===== src/rtl/wb_slow_control_pkg.sv =====
// Shared widths, error data and FSM encoding for the slow-control Wishbone arbiter.
package wb_slow_control_pkg;
  localparam int WB_ADR_W = 16;
  localparam int WB_DAT_W = 8;
  localparam logic [WB_DAT_W-1:0] WB_ERR_DATA = 8'hFF;

  typedef enum logic [1:0] {
    IDLE = 2'd0,
    BUSY = 2'd1,
    DONE = 2'd2
  } arb_state_t;
endpackage


===== src/rtl/wb_arb_timeout.sv =====
// Slave-ack watchdog: counts enabled cycles and flags the last cycle before abort.
module wb_arb_timeout #(
  parameter int TIMEOUT = 255
) (
  input  logic clk40MHz,
  input  logic rst,
  input  logic clear,
  input  logic enable,
  output logic expired
);
  localparam int CW = (TIMEOUT > 0) ? $clog2(TIMEOUT + 1) : 1;

  logic [CW-1:0] cnt;

  always_ff @(posedge clk40MHz) begin
    if (rst || clear)
      cnt <= '0;
    else if (enable && !expired)
      cnt <= cnt + CW'(1);
  end

  // expired marks the TIMEOUT-th BUSY cycle so the abort lands on that edge
  generate
    if (TIMEOUT == 0) begin : g_off
      assign expired = 1'b0;
    end else begin : g_on
      assign expired = (cnt == CW'(TIMEOUT - 1));
    end
  endgenerate
endmodule


===== src/rtl/wb_slow_control_arbiter.sv =====
// Two-master round-robin arbiter for the 8-bit/16-bit slow-control Wishbone bus.
module wb_slow_control_arbiter
  import wb_slow_control_pkg::*;
#(
  parameter int TIMEOUT = 255
) (
  input  logic                clk40MHz,
  input  logic                rst,
  input  logic [WB_ADR_W-1:0] m0_adr_i,
  input  logic                m0_wen_i,
  input  logic                m0_stb_i,
  input  logic [WB_DAT_W-1:0] m0_dat_i,
  output logic                m0_ack_o,
  output logic                m0_err_o,
  output logic [WB_DAT_W-1:0] m0_dat_o,
  input  logic [WB_ADR_W-1:0] m1_adr_i,
  input  logic                m1_wen_i,
  input  logic                m1_stb_i,
  input  logic [WB_DAT_W-1:0] m1_dat_i,
  output logic                m1_ack_o,
  output logic                m1_err_o,
  output logic [WB_DAT_W-1:0] m1_dat_o,
  output logic [WB_ADR_W-1:0] s_adr_o,
  output logic                s_wen_o,
  output logic                s_stb_o,
  output logic [WB_DAT_W-1:0] s_dat_o,
  input  logic                s_ack_i,
  input  logic [WB_DAT_W-1:0] s_dat_i
);
  arb_state_t state;
  logic       last;
  logic       gnt;
  logic       nxt_gnt;
  logic       expired;
  logic       to_clear;
  logic       to_enable;

  // on a tie the master not served last wins
  assign nxt_gnt   = (m0_stb_i && m1_stb_i) ? ~last : m1_stb_i;
  assign to_clear  = (state != BUSY);
  assign to_enable = (state == BUSY) && !s_ack_i;

  wb_arb_timeout #(.TIMEOUT(TIMEOUT)) u_timeout (
    .clk40MHz (clk40MHz),
    .rst      (rst),
    .clear    (to_clear),
    .enable   (to_enable),
    .expired  (expired)
  );

  always_ff @(posedge clk40MHz) begin
    if (rst) begin
      state    <= IDLE;
      last     <= 1'b1;
      gnt      <= 1'b0;
      s_adr_o  <= '0;
      s_wen_o  <= 1'b0;
      s_stb_o  <= 1'b0;
      s_dat_o  <= '0;
      m0_ack_o <= 1'b0;
      m1_ack_o <= 1'b0;
      m0_err_o <= 1'b0;
      m1_err_o <= 1'b0;
      m0_dat_o <= '0;
      m1_dat_o <= '0;
    end else begin
      m0_ack_o <= 1'b0;
      m1_ack_o <= 1'b0;
      m0_err_o <= 1'b0;
      m1_err_o <= 1'b0;
      case (state)
        IDLE: begin
          if (m0_stb_i || m1_stb_i) begin
            gnt     <= nxt_gnt;
            s_adr_o <= nxt_gnt ? m1_adr_i : m0_adr_i;
            s_wen_o <= nxt_gnt ? m1_wen_i : m0_wen_i;
            s_dat_o <= nxt_gnt ? m1_dat_i : m0_dat_i;
            s_stb_o <= 1'b1;
            state   <= BUSY;
          end
        end
        BUSY: begin
          // a real ack always beats the timeout on the same edge
          if (s_ack_i || expired) begin
            s_stb_o <= 1'b0;
            last    <= gnt;
            state   <= DONE;
            if (gnt) m1_ack_o <= 1'b1;
            else     m0_ack_o <= 1'b1;
            if (!s_ack_i) begin
              if (gnt) begin
                m1_err_o <= 1'b1;
                m1_dat_o <= WB_ERR_DATA;
              end else begin
                m0_err_o <= 1'b1;
                m0_dat_o <= WB_ERR_DATA;
              end
            end else if (!s_wen_o) begin
              if (gnt) m1_dat_o <= s_dat_i;
              else     m0_dat_o <= s_dat_i;
            end
          end
        end
        default: state <= IDLE;
      endcase
    end
  end
endmodule


===== config.mk =====
export PLATFORM = sky130hd
export DESIGN_NAME = wb_slow_control_arbiter
export DESIGN_NICKNAME = d
export VERILOG_FILES = /design/src/rtl/wb_slow_control_pkg.sv /design/src/rtl/wb_arb_timeout.sv /design/src/rtl/wb_slow_control_arbiter.sv
export SDC_FILE = /design/constraint.sdc
export NUM_CORES = 1
export LEC_CHECK = 0
export CAP_MARGIN = 20
export CORE_ASPECT_RATIO = 0.6
export CORE_MARGIN = 8
export CORE_UTILIZATION = 42
export DETAILED_ROUTE_END_ITERATION = 8
export PLACE_DENSITY = 0.79
export SLEW_MARGIN = 20
export SYNTH_ARGS = -nofsm -noshare
export SYNTH_HDL_FRONTEND = slang
export SYNTH_SLANG_ARGS = --single-unit

===== constraint.sdc =====
create_clock -name clk40MHz -period 1.79 [get_ports clk40MHz]
set_input_delay 0.358 -clock clk40MHz [delete_from_list [all_inputs] [get_ports clk40MHz]]
set_output_delay 0.358 -clock clk40MHz [all_outputs]
set_load 0.02 [all_outputs]

[Word level (Yosys, flattened, before mapping)]
Cells that the tools add are included.
Word-level totals
  bits of input ports: 63
  bits in registers: 58
  output and inout bits: 46
Operators by class
  $add $sub $neg: 1
  muxes and demuxes: 20
  equality and inequality tests: 6
  reductions and logical operators: 18
  bitwise operators: 4
Operator list (count)
  $mux W8: 9
  $mux W16: 1
  $add A8 B1 Y8 const B: 1
  $eq A8 B8 Y1 const B: 1
  $reduce_and A4 Y1: 2
  $mux W1: 6
  $reduce_and A2 Y1: 3
  $mux W2: 2
  $ne A2 B1 Y1 const B: 2
  $ne A2 B2 Y1 const B: 2
  $not A1 Y1: 4
  $pmux W2 S2: 1
  $reduce_or A4 Y1: 1
  $logic_and A1 B1 Y1: 3
  $logic_or A1 B1 Y1: 3
  $reduce_and A3 Y1: 1
  $reduce_or A3 Y1: 1
  $eq A2 B1 Y1 const B: 1
  $logic_not A1 Y1: 2
  $logic_not A2 Y1: 1
  $pmux W1 S2: 1
  $reduce_bool A2 Y1: 1

[Depth between registers and ports, before layout]
Gate-level depths: netlist (run 1).
  depth after elaboration: 4
  gate-level depth with buffers: 7
  gate-level depth less buffers: 6

[Modules after synthesis]
Synthesis (run 1) repeated with hierarchy kept, for this count alone.
Unflattened totals
  cells, all modules: 286
  area total of the unflattened synthesis: 2474.9 sq um
By module, submodules not included
  wb_slow_control_arbiter: sequential area each 1001.0 sq um, cells each 236, times used 1, area each 2043.2 sq um
  wb_arb_timeout: sequential area each 160.2 sq um, cells each 50, times used 1, area each 431.7 sq um

[Worst setup path before layout (run 1)]
No wires, ideal clock.
  path type: reg-to-reg
  from: reg u_timeout.cnt[0]
  to: reg u_timeout.cnt[7]
  stages on the path, launching flop included: 8
  data arrival time: 1.486 ns
  slack: 0.176 ns
  clock period less this slack: 1.614 ns
  path buffers: 1
  data required time: 1.662 ns
  setup time: 0.128 ns
  path through: dfxtp_1 > inv_1 > ha_1 > and3_1 > buf_2 > a2111oi_4 > xnor2_1 > nor2_1
Between the ends
  cells in the longest elaborated chain, start to end: 3
  elaborated cells between the ends (all ways): 4
  those cells by class: add/sub (1); eq/ne (1); reduce/logical (2)
Ends and longest elaborated chain
  from (decl): RTL line wb_arb_timeout.sv:13  | logic [CW-1:0] cnt;
  from (signal assigned): RTL line wb_arb_timeout.sv:19  | cnt <= cnt + CW'(1);
  branches (longest 3 deep; another with $add A8 B1 Y8)
Parallel ways; which one is timed is not known.
A chain may end at the register's enable or synchronous reset.

[Final worst setup path (run 1)]
  from: reg m1_dat_o[5]
  to: out m1_dat_o[5]
RTL lines
  from (decl): RTL line wb_slow_control_arbiter.sv:22  | output logic [WB_DAT_W-1:0] m1_dat_o,
  from (signal assigned): RTL line wb_slow_control_arbiter.sv:99  | if (gnt) m1_dat_o <= s_dat_i;
No word-level cell between the ends.

==> key figures, run 1 <==
Die
  • Die area: just under 9000 sq um
  • Horizontal die dimension: 117 um
  • Ports: about 110
  • DIE HEIGHT: around 76 um
  • Starting density of the core: 0.427
  • Core area: 6000 sq um
  • Floorplan row count: 22

Place
  • Post-placement cell area: 3770 sq um
  • Port-buffer cells: 108
  • Dpl cells: around 450
  • Total half-perimeter wirelength after legalization and detailed placement: ~5.6 mm
  • GPL Wtd Cong: 0.853

Timing
  • Number of hold violations in the final report: 0
  • Worst Max-Slew Pin Slew: 0.625 ns
  • Skew final: 0.00824 ns
  • Final count of negative-setup-slack endpoints: 0
  • Highest clock rate: 0.598 GHz
  • Total negative setup slack: 0 ns
  • RSZ-0062 raised after global routing: false
  • Tmin final: about 1.7 ns
  • Max Transition Viols Final: 0
  • Relative slew slack: 0.581
  • Share of the clock period used by the worst path: 0.935

Clock tree
  • Hold-fix buffers at CTS: 0
  • Count of clock tree sinks: 58
  • Maximum level of the CTS H-tree: 3
  • Skew-Pair Late Insertion Delay: about 0.33 ns
  • Buffer depth of the longest clock path: 2
  • Number of buffers inserted during clock tree synthesis: 9
  • CTS tree: done
  • Post-cts sizing count: 0
  • Clock root buffer: clkbuf_8
  • Clock slew at the register clock pins of the worst setup and hold paths: ~0.07 ns
  • Post-CTS Setup Inserts: 0

Finish
  • Share of final-layout standard cells stronger than drive strength 1: 0.118
  • Post-route core utilization: 0.662
  • Antenna Cells: 0
  • Final nets: 441
  • Final design instance area without fill: 3970 sq um
  • Non-Filler Instances: 465
  • Area growth, synth to finish: 55.1%

GRT
  • Global-route wire length before repair: 11.6 mm
  • Antenna violations before repair: 0
  • Total track usage: 0.159
  • Leftover overflow at the end of global routing: 0
  • Pin count of the biggest net entering global routing: 52
  • Vias in the first global route: 2345

Route
  • DRC marker count from the first detailed-route iteration: 140
  • Number of detailed-routing iterations run before antenna repair: 4
  • Final routed DRC violation total: 0
  • Ratio of routed vias to standard cells: 5.05
  • Via count of the routed design: 2350
  • Remaining antenna violation count after routing: 0
  • Wirelength, routed: 7.19 mm
  • Detailed-route wire length per cell: 15.5 um

Critical path
  • Startpoint type of the worst setup path: flip-flop
  • Critical path start-end classification: reg2out
  • Largest incremental delay on the critical path: 0.62 ns
  • List of cells traversed by the critical path: clkdlybuf4s50_1
  • Number of buffer and inverter instances along the worst setup path: 1
  • RR Startpoint: u_timeout.cnt[0]
  • Worst setup path start: m1_dat_o[5]
  • Endpoint arrival time on the critical path: 1.32 ns
  • Cell type group with the largest total delay on the critical path: buffers and inverters
  • Category of the worst setup path capture point: output pin
  • Max stage delay cell, worst path: clkdlybuf4s50_1
  • Largest fanout of any net on the critical path: 2
  • Data required time of the critical path: ~1.4 ns

Run
  • Number of max-capacitance violations reported: 0

Synth
  • Share of the yosys chip area belonging to registers: 0.453
  • Yosys reg bits: 58
  • Synthesized instance count: 268
  • Synthesized area: 2560 sq um
  • Number of synthesized flops with an enable pin: 0
  • Mean instance size in the synthesized netlist: 9.56 sq um
  • Distinct cell type count of the synthesized netlist: 34
  • Fraction of registers with async set or reset after synthesis: 0
  • Synthesized net count: 333
  • Synthesis warning total: 0
  • Dominant synthesized flop cell: dfxtp_1

Pwr
  • Cell leakage power: 0.00142 uW
  • Part of the total power dissipated in the clock network: 0.355
  • Net Sw Power: 959 uW
  • IR drop worst, VDD: 0.444 mV
  • Power density of the placed cells: 875 nW/um^2
  • Relative contribution of sequential cells to total power: 0.414
  • Share of total power in combinational logic: 0.230
  • Internal power of the cells: between 2000 and 3000 uW
  • Sw Ratio: 0.276

Hold path
  • Critical hold path startpoint: s_adr_o[5]
  • Hold Path Class: reg2reg

Outcome
  • Result of the run: completed
-- routing by layer --
metal	GRT usage	wire (um)
met1	0.207	3160
met2	0.237	3200
met3	0.0641	762
met4	0.0419	71
met5	0	0
-- sequential cells by signal (all words and copies together), names as in the netlist --
name,cells
gnt,1
last,1
m0_ack_o,1
m0_dat_o,8
m0_err_o,1
m1_ack_o,1
m1_dat_o,8
m1_err_o,1
s_adr_o,16
s_dat_o,8
s_stb_o,1
s_wen_o,1
state,2
u_timeout.cnt,8
-- cells in the final DEF, fill, tap and decap left out, drive strengths merged, types with 2 or more instances in the layout --
| master | netlist | layout |
|---|---|---|
| nand3 | 2 | 2 |
| a21oi | 19 | 19 |
| clkdlybuf4s50 | 0 | 107 |
| dfxtp | 58 | 58 |
| nor2b | 2 | 2 |
| a211oi | 30 | 30 |
| ha | 2 | 2 |
| clkbuf | 10 | 12 |
| xnor2 | 7 | 7 |
| buf | 13 | 13 |
| nand2 | 3 | 3 |
| nand4 | 2 | 2 |
| nor3 | 34 | 34 |
| clkinvlp | 0 | 2 |
| mux2i | 25 | 25 |
| nor2 | 40 | 40 |
| nand2b | 5 | 5 |
| inv | 2 | 2 |
| o21a | 2 | 2 |
| o21ai | 2 | 2 |
-- per-stage QoR --
stage / setup slack [ns] / total power, uW / hold WS [ns]
floorplan: 0.176 / 1870 / 0.499
global placement: 0.00570 / 2260 / 0.480
detailed placement: -0.0411 / 2270 / 0.486
CTS: 0.0885 / 3520 / 0.498
global route: 0.0640 / 3640 / 0.516
finish: 0.117 / 3480 / 0.495
-- synthesized netlist by cell type (2+ instances only) --
library cell  count  area share
a211oi_1         30       0.088
ha_1              2      0.0098
nand2b_1          5       0.012
buf_2             8       0.016
nor2b_1           2      0.0049
nand3_1           2      0.0039
buf_4             2      0.0059
nor3_2           10       0.039
nor2_1           40       0.059
o21ai_0           2      0.0039
inv_1             2      0.0029
clkbuf_1         10       0.015
buf_6             3       0.013
xnor2_1           7       0.024
nand2_1           3      0.0044
o21a_1            2      0.0059
mux2i_1          25       0.098
nor3_1           24       0.047
dfxtp_1          58        0.45
a21oi_1          17       0.033
-- final cells by class --
type / count / area, sq um
clock inverter: 4 / 50.0
clock buffer: 12 / 155
tap: 84 / 105
fill: 518 / 2030
sequential: 58 / 1160
multi-input combinational: 185 / 1280
timing repair buffer: 120 / 1220
inverter: 2 / 7.51
-- power by group through the flow --
stage / clock (uW) / sequential [uW] / combinational (uW)
floorplan: 0 / 1570 / 298
global placement: 0 / 1460 / 792
detailed placement: 0 / 1470 / 806
CTS: 1270 / 1440 / 809
global route: 1320 / 1450 / 864
finish: 1230 / 1440 / 801
-- cell families after synthesis --
logic type / share of synthesized area
AOI/OAI and AO/OA: 0.166
xor gates and xnor gates: 0.0239
adders and majority gates: 0.00977
buffers and inverters: 0.0523
DFF: 0.453
muxes: 0.0977
and+or+nand+nor: 0.197
-- path summary, 6_finish.rpt --
check                 to  slack [ns]  cells after the start
max          m1_dat_o[5]        0.12                      1
min           s_adr_o[5]        0.50                      2
max reg2reg      s_stb_o        0.17                      6
min reg2reg   s_adr_o[5]        0.50                      2
(Power assumes the default switching activity.)
==> run 2: changes to the inputs <==
- CORE_MARGIN: 8 -> unset
==> key figures, run 2 (synthesis results as in run 1) <==
GRT
  • Vias in the first global route: 2354 (+0.38%)
  • Pin count of the biggest net entering global routing: 46 (-12%)
  • Total track usage: 0.227 (+0.0674)
  • Leftover overflow at the end of global routing: 0 (unchanged)
  • Antenna violations before repair: 0 (unchanged)
  • Global-route wire length before repair: 11.1 mm (-3.9%)

Route
  • Number of detailed-routing iterations run before antenna repair: 4 (unchanged)
  • Ratio of routed vias to standard cells: 5.07 (+0.23%)
  • Wirelength, routed: 6.72 mm (-6.6%)
  • Detailed-route wire length per cell: 14.6 um (-5.3%)
  • Final routed DRC violation total: 0 (unchanged)
  • Via count of the routed design: 2325 (-1.1%)
  • Remaining antenna violation count after routing: 0 (unchanged)
  • DRC marker count from the first detailed-route iteration: 62 (-56%)

Timing
  • Relative slew slack: 0.615 (+0.0334)
  • RSZ-0062 raised after global routing: false
  • Share of the clock period used by the worst path: 0.934 (about the same)
  • Max Transition Viols Final: 0 (unchanged)
  • Skew final: 0.00458 ns (-0.00366 ns)
  • Final count of negative-setup-slack endpoints: 0 (unchanged)
  • Worst Max-Slew Pin Slew: 0.576 ns (-0.0499 ns)
  • Tmin final: 1.67 ns (-0.00116 ns)
  • Number of hold violations in the final report: 0 (unchanged)
  • Highest clock rate: 0.598 GHz (about the same)
  • Total negative setup slack: 0 ns (unchanged)
  • Post-layout worst setup margin: 0.118 ns (+0.00116 ns)

Critical path
  • Number of buffer and inverter instances along the worst setup path: 1 (unchanged)
  • Largest fanout of any net on the critical path: 3 (+1)
  • Max stage delay cell, worst path: clkdlybuf4s50_1
  • Depth of the worst register-to-register path: 6 (unchanged)
  • Critical path start-end classification: reg2out
  • Endpoint arrival time on the critical path: 1.31 ns (about the same)
  • Worst setup path start: s_wen_o
  • Cell type group with the largest total delay on the critical path: buffers and inverters
  • R2R setup slack: 0.17 ns (about the same)
  • Category of the worst setup path capture point: output pin
  • Data required time of the critical path: 1.43 ns (about the same)
  • Startpoint type of the worst setup path: flip-flop
  • Largest incremental delay on the critical path: 0.63 ns (about the same)
  • RR Startpoint: u_timeout.cnt[0]
  • Destination of the worst register-to-register timing path: u_timeout.cnt[1]
  • List of cells traversed by the critical path: clkdlybuf4s50_1

Clock tree
  • Number of buffers inserted during clock tree synthesis: 9 (unchanged)
  • Count of clock tree sinks: 58 (unchanged)
  • Clock slew at the register clock pins of the worst setup and hold paths: 0.06 ns (about the same)
  • Buffer depth of the longest clock path: 2 (unchanged)
  • Post-CTS Setup Inserts: 0 (unchanged)
  • Clock root buffer: clkbuf_8
  • CTS tree: done
  • Maximum level of the CTS H-tree: 3 (unchanged)
  • Skew-Pair Late Insertion Delay: 0.33 ns (about the same)

Finish
  • Share of final-layout standard cells stronger than drive strength 1: 0.116 (-0.00202)
  • Antenna Cells: 0 (unchanged)
  • Area growth, synth to finish: 53.1%
  • Final design instance area without fill: 3920 sq um (-1.3%)
  • Most frequent cells in the layout: clkdlybuf4s50_1 (107), dfxtp_1 (58), nor2_1 (40)
  • Filler cell count: 483 (-6.8%)
  • Post-route core utilization: 0.684 (+0.0223)
  • Largest register FFs: 16 (unchanged)
  • Register ranked first by flip-flop count: s_adr_o
  • Final nets: 439 (-0.45%)
  • Most common cell after layout, fill and taps aside: clkdlybuf4s50_1

Place
  • GPL Wtd Cong: 0.792 (-7.2%)
  • Port-buffer cells: 108 (unchanged)
  • Post-placement cell area: 3750 sq um (-0.53%)
  • Pre-CTS setup slack: -0.0853 ns (-0.0442 ns)
  • Total half-perimeter wirelength after legalization and detailed placement: 4.98 mm (-10%)

Die
  • Horizontal die dimension: 103 um (-12%)
  • Starting density of the core: 0.447 (+0.0203)
  • Floorplan row count: 21 (-4.5%)
  • Die area: 6420 sq um (-28%)
  • Ports: 109 (unchanged)
  • DIE HEIGHT: 62.5 um (-18%)
  • Core area: 5730 sq um (-4.5%)

Hold path
  • Destination of the worst hold path: gnt
  • Hold Path Class: in2reg
  • Critical hold path startpoint: rst
  • Count of cells along the worst hold path: 3 (+1)

Pwr
  • IR drop worst, VDD: 0.378 mV (-15%)
  • Cell leakage power: 0.00140 uW (-1.7%)
  • Sw Ratio: 0.290 (+0.0139)
  • Part of the total power dissipated in the clock network: 0.317 (-0.038)
  • Share of total power in combinational logic: 0.243 (+0.013)
  • Internal power of the cells: 2330 uW (-7.4%)
  • Power density of the placed cells: 837 nW/um^2 (-4.3%)
  • Net Sw Power: 951 uW (-0.85%)
  • Relative contribution of sequential cells to total power: 0.440 (+0.026)

Run
  • Number of max-capacitance violations reported: 0 (unchanged)

Outcome
  • Result of the run: completed
[run 2: power groups by stage]
stage | clock network (uW) | logic (uW) | registers (uW)
2_1_floorplan | 0 | 298 | 1570
3_3_place_gp | 0 | 784 | 1460
3_5_place_dp | 0 | 797 | 1470
4_1_cts | 1070 | 801 | 1440
5_1_grt | 1130 | 865 | 1450
6_report | 1040 | 797 | 1440
[run 2: worst max-delay path by stage]
stage	endpoint	slack, ns	depth (start not counted)
6_report	s_wen_o	0.12	1
3_5_place_dp	u_timeout.cnt[7]	-0.09	5
2_1_floorplan	u_timeout.cnt[7]	0.18	7
5_1_grt	s_wen_o	0.07	1
3_3_place_gp	u_timeout.cnt[4]	-0.02	6
4_1_cts	s_wen_o	0.1	1
[run 2: repair_timing]
| action | 4_1_cts | 5_1_grt |
|---|---|---|
| resized for setup | 0 | 1 |
| hold buffers | 0 | 0 |
| hold endpoints to repair | 0 | 0 |
| endpoints found under the setup margin | 0 | 3 |
[run 2: per-layer routing]
metal / vias to the layer above / wire length [um] / GRT usage
li1: 1178 / - / -
met1: 1059 / 3150 / 0.288
met2: 80 / 3000 / 0.355
met3: 8 / 488 / 0.0761
met4: 0 / 91 / 0.0827
met5: - / 0 / 0
[run 2: layout make-up]
cell class              count  area, sq um  share of cell area
multi-input cells         185         1280               0.326
repair buffers            118         1200               0.306
flip-flops and latches     58         1160               0.296
clock buffers              11          141              0.0361
well taps                  80          100              0.0255
clock inverters             5         30.0             0.00766
inverters                   2         7.51             0.00192
[run 2: through the flow]
step	total power, uW	std cells	hold slack (ns)
2_1_floorplan	1870	268	0.499
3_3_place_gp	2250	443	0.483
3_5_place_dp	2270	443	0.485
4_1_cts	3310	459	0.476
5_1_grt	3450	459	0.519
6_report	3280	459	0.494
==> run 3: changes to the inputs <==
- CORE_UTILIZATION: 42 -> 46
- PLACE_DENSITY: 0.79 -> 0.86
- TNS_END_PERCENT: unset -> 5
- clock period: 1.79 -> 2 ns (I/O delays scaled with it)
==> key figures, run 3 (synthesis results as in run 1) <==
Outcome
  • Result of the run: finished with violations
  • Violated checks: DRC

Finish
  • Most common cell after layout, fill and taps aside: clkdlybuf4s50_1
  • Share of final-layout standard cells stronger than drive strength 1: 0.112 (-0.00439)
  • Register ranked first by flip-flop count: s_adr_o
  • Final nets: 438 (-0.23%)
  • Non-Filler Instances: 442 (-3.7%)
  • Area growth, synth to finish: 52.4%
  • Most frequent cells in the layout: clkdlybuf4s50_1 (107), dfxtp_1 (58), nor2_1 (40)
  • Largest register FFs: 16 (unchanged)
  • Antenna Cells: 0 (unchanged)

Die
  • Horizontal die dimension: 98.3 um (-4.4%)
  • Core area: 5200 sq um (-9.1%)
  • Ports: 109 (unchanged)
  • Starting density of the core: 0.492 (+0.0449)
  • DIE HEIGHT: 59.8 um (-4.3%)
  • Floorplan row count: 20 (-4.8%)
  • Die area: 5880 sq um (-8.5%)

Timing
  • Tmin final: between 1.5 and 2 ns
  • Highest clock rate: roughly 0.56 GHz
  • RSZ-0062 raised after global routing: false
  • Relative slew slack: 0.611 (-0.00421)
  • Number of hold violations in the final report: 0 (unchanged)
  • Final count of negative-setup-slack endpoints: 0 (unchanged)
  • Total negative setup slack: 0 ns (unchanged)
  • Max Transition Viols Final: 0 (unchanged)
  • Worst Max-Slew Pin Slew: 0.582 ns (+0.00629 ns)
  • Skew final: 0.00547 ns (+0.000887 ns)
  • Share of the clock period used by the worst path: 0.893

Pwr
  • IR drop worst, VDD: 0.389 mV (+2.8%)
  • Cell leakage power: 0.00141 uW (+0.51%)
  • Power density of the placed cells: 782 nW/um^2 (-6.6%)

Critical path
  • RR Startpoint: u_timeout.cnt[0]
  • Data required time of the critical path: 2.24 ns (+0.81 ns)
  • Max stage delay cell, worst path: dfxtp_1
  • Startpoint type of the worst setup path: flip-flop
  • R2R setup slack: 0.21 ns (+0.04 ns)
  • Critical path start-end classification: reg2reg
  • Destination of the worst register-to-register timing path: u_timeout.cnt[1]
  • Largest incremental delay on the critical path: 0.43 ns (-0.20 ns)
  • List of cells traversed by the critical path: inv_1 -> ha_1 -> and3_1 -> a21oi_4 -> nor2_1 -> a211oi_1
  • Number of buffer and inverter instances along the worst setup path: 1 (unchanged)
  • Endpoint arrival time on the critical path: 2.03 ns (+0.72 ns)
  • Largest fanout of any net on the critical path: 10 (+7)
  • Category of the worst setup path capture point: flip-flop
  • Depth of the worst register-to-register path: 6 (unchanged)
  • Cell type group with the largest total delay on the critical path: compound AO/OA/AOI/OAI gates

Hold path
  • Destination of the worst hold path: s_adr_o[10]
  • Hold Path Class: reg2reg
  • Count of cells along the worst hold path: 2 (-1)
  • Critical hold path startpoint: s_adr_o[10]

Route
  • Final routed DRC violation total: 8 (+8)
  • Remaining antenna violation count after routing: 0 (unchanged)
  • Via count of the routed design: 2386 (+2.6%)
  • Wirelength, routed: 6.50 mm (-3.3%)
  • Ratio of routed vias to standard cells: 5.40 (+6.6%)
  • Detailed-route wire length per cell: 14.7 um (+0.39%)
  • DRC marker count from the first detailed-route iteration: 93 (+50%)
  • Number of detailed-routing iterations run before antenna repair: 6 (+2)

Clock tree
  • Count of clock tree sinks: 58 (unchanged)
  • Buffer depth of the longest clock path: 2 (unchanged)
  • Clock slew at the register clock pins of the worst setup and hold paths: 0.06 ns (about the same)
  • Clock root buffer: clkbuf_8
  • Maximum level of the CTS H-tree: 3 (unchanged)
  • Post-CTS Setup Inserts: 0 (unchanged)
  • Post-cts sizing count: 0 (unchanged)
  • CTS tree: done
  • Skew-Pair Late Insertion Delay: 0.33 ns (about the same)
  • Number of buffers inserted during clock tree synthesis: 9 (unchanged)
  • Hold-fix buffers at CTS: 0 (unchanged)

Place
  • Total half-perimeter wirelength after legalization and detailed placement: 4.72 mm (-5.3%)
  • Dpl cells: 428 (-3.4%)
  • GPL Wtd Cong: 0.815 (+2.9%)
  • Port-buffer cells: 108 (unchanged)

GRT
  • Leftover overflow at the end of global routing: 0 (unchanged)
  • Global-route wire length before repair: 10.7 mm (-3.7%)
  • Antenna violations before repair: 0 (unchanged)
  • Total track usage: 0.236 (+0.00980)
  • Vias in the first global route: 2272 (-3.5%)
  • Pin count of the biggest net entering global routing: 46 (unchanged)

Run
  • Number of max-capacitance violations reported: 0 (unchanged)
[run 3: cell count changes in the layout (fill, tap and decap cells not counted), sizes merged]
cell and delta:
buf -1, clkinvlp -2, bufinv +1, clkinv -1
[run 3: worst max-delay path by stage]
stage                     start                to  slack (ns)  depth (start not counted)
2_1_floorplan  u_timeout.cnt[0]  u_timeout.cnt[7]        0.39                          7
3_3_place_gp            s_ack_i  u_timeout.cnt[7]        0.14                          5
3_5_place_dp            s_ack_i  u_timeout.cnt[7]        0.09                          5
4_1_cts        u_timeout.cnt[0]  u_timeout.cnt[1]        0.24                          6
5_1_grt        u_timeout.cnt[0]  u_timeout.cnt[1]        0.09                          6
6_report       u_timeout.cnt[0]  u_timeout.cnt[1]        0.21                          6
[run 3: worst reg2reg max path, cell delays in order (launching register included)]
cell and delay [ns]:
dfxtp_1 0.43, inv_1 0.07, ha_1 0.22, and3_1 0.32, a21oi_4 0.37, nor2_1 0.09, a211oi_1 0.21
[run 3: layer usage]
| metal | global-route usage | routed length [um] |
|---|---|---|
| met5 | 0 | 0 |
| met1 | 0.308 | 3010 |
| met3 | 0.0795 | 635 |
| met4 | 0.102 | 91 |
| met2 | 0.363 | 2760 |
[run 3: report_power, final]
part           switching [uW]  internal [uW]
combinational             344            364
sequential               49.8           1240
clock                     426            625
[run 3: metrics by stage]
| step | cell area [sq um] | util | total power [uW] | hold slack, ns | setup WS, ns |
|---|---|---|---|---|---|
| 4_1_cts | 3900 | 0.750 | 3080 | 0.498 | 0.236 |
| 6_report | 3900 | 0.750 | 3050 | 0.497 | 0.213 |
| 3_5_place_dp | 3710 | 0.713 | 2020 | 0.486 | 0.0857 |
| 3_3_place_gp | 3710 | 0.713 | 2010 | 0.482 | 0.143 |
| 2_1_floorplan | 2560 | - | 1670 | 0.499 | 0.386 |
| 5_1_grt | 3900 | 0.750 | 3190 | 0.511 | 0.0903 |
[run 3: area by class of cell]
class,count,area (sq um)
fill,396,1300
sequential,58,1160
multi-input combinational,185,1280
tap,66,82.6
timing repair buffer,117,1180
clock inverter,3,40.0
clock buffer,11,151
inverter,2,7.51
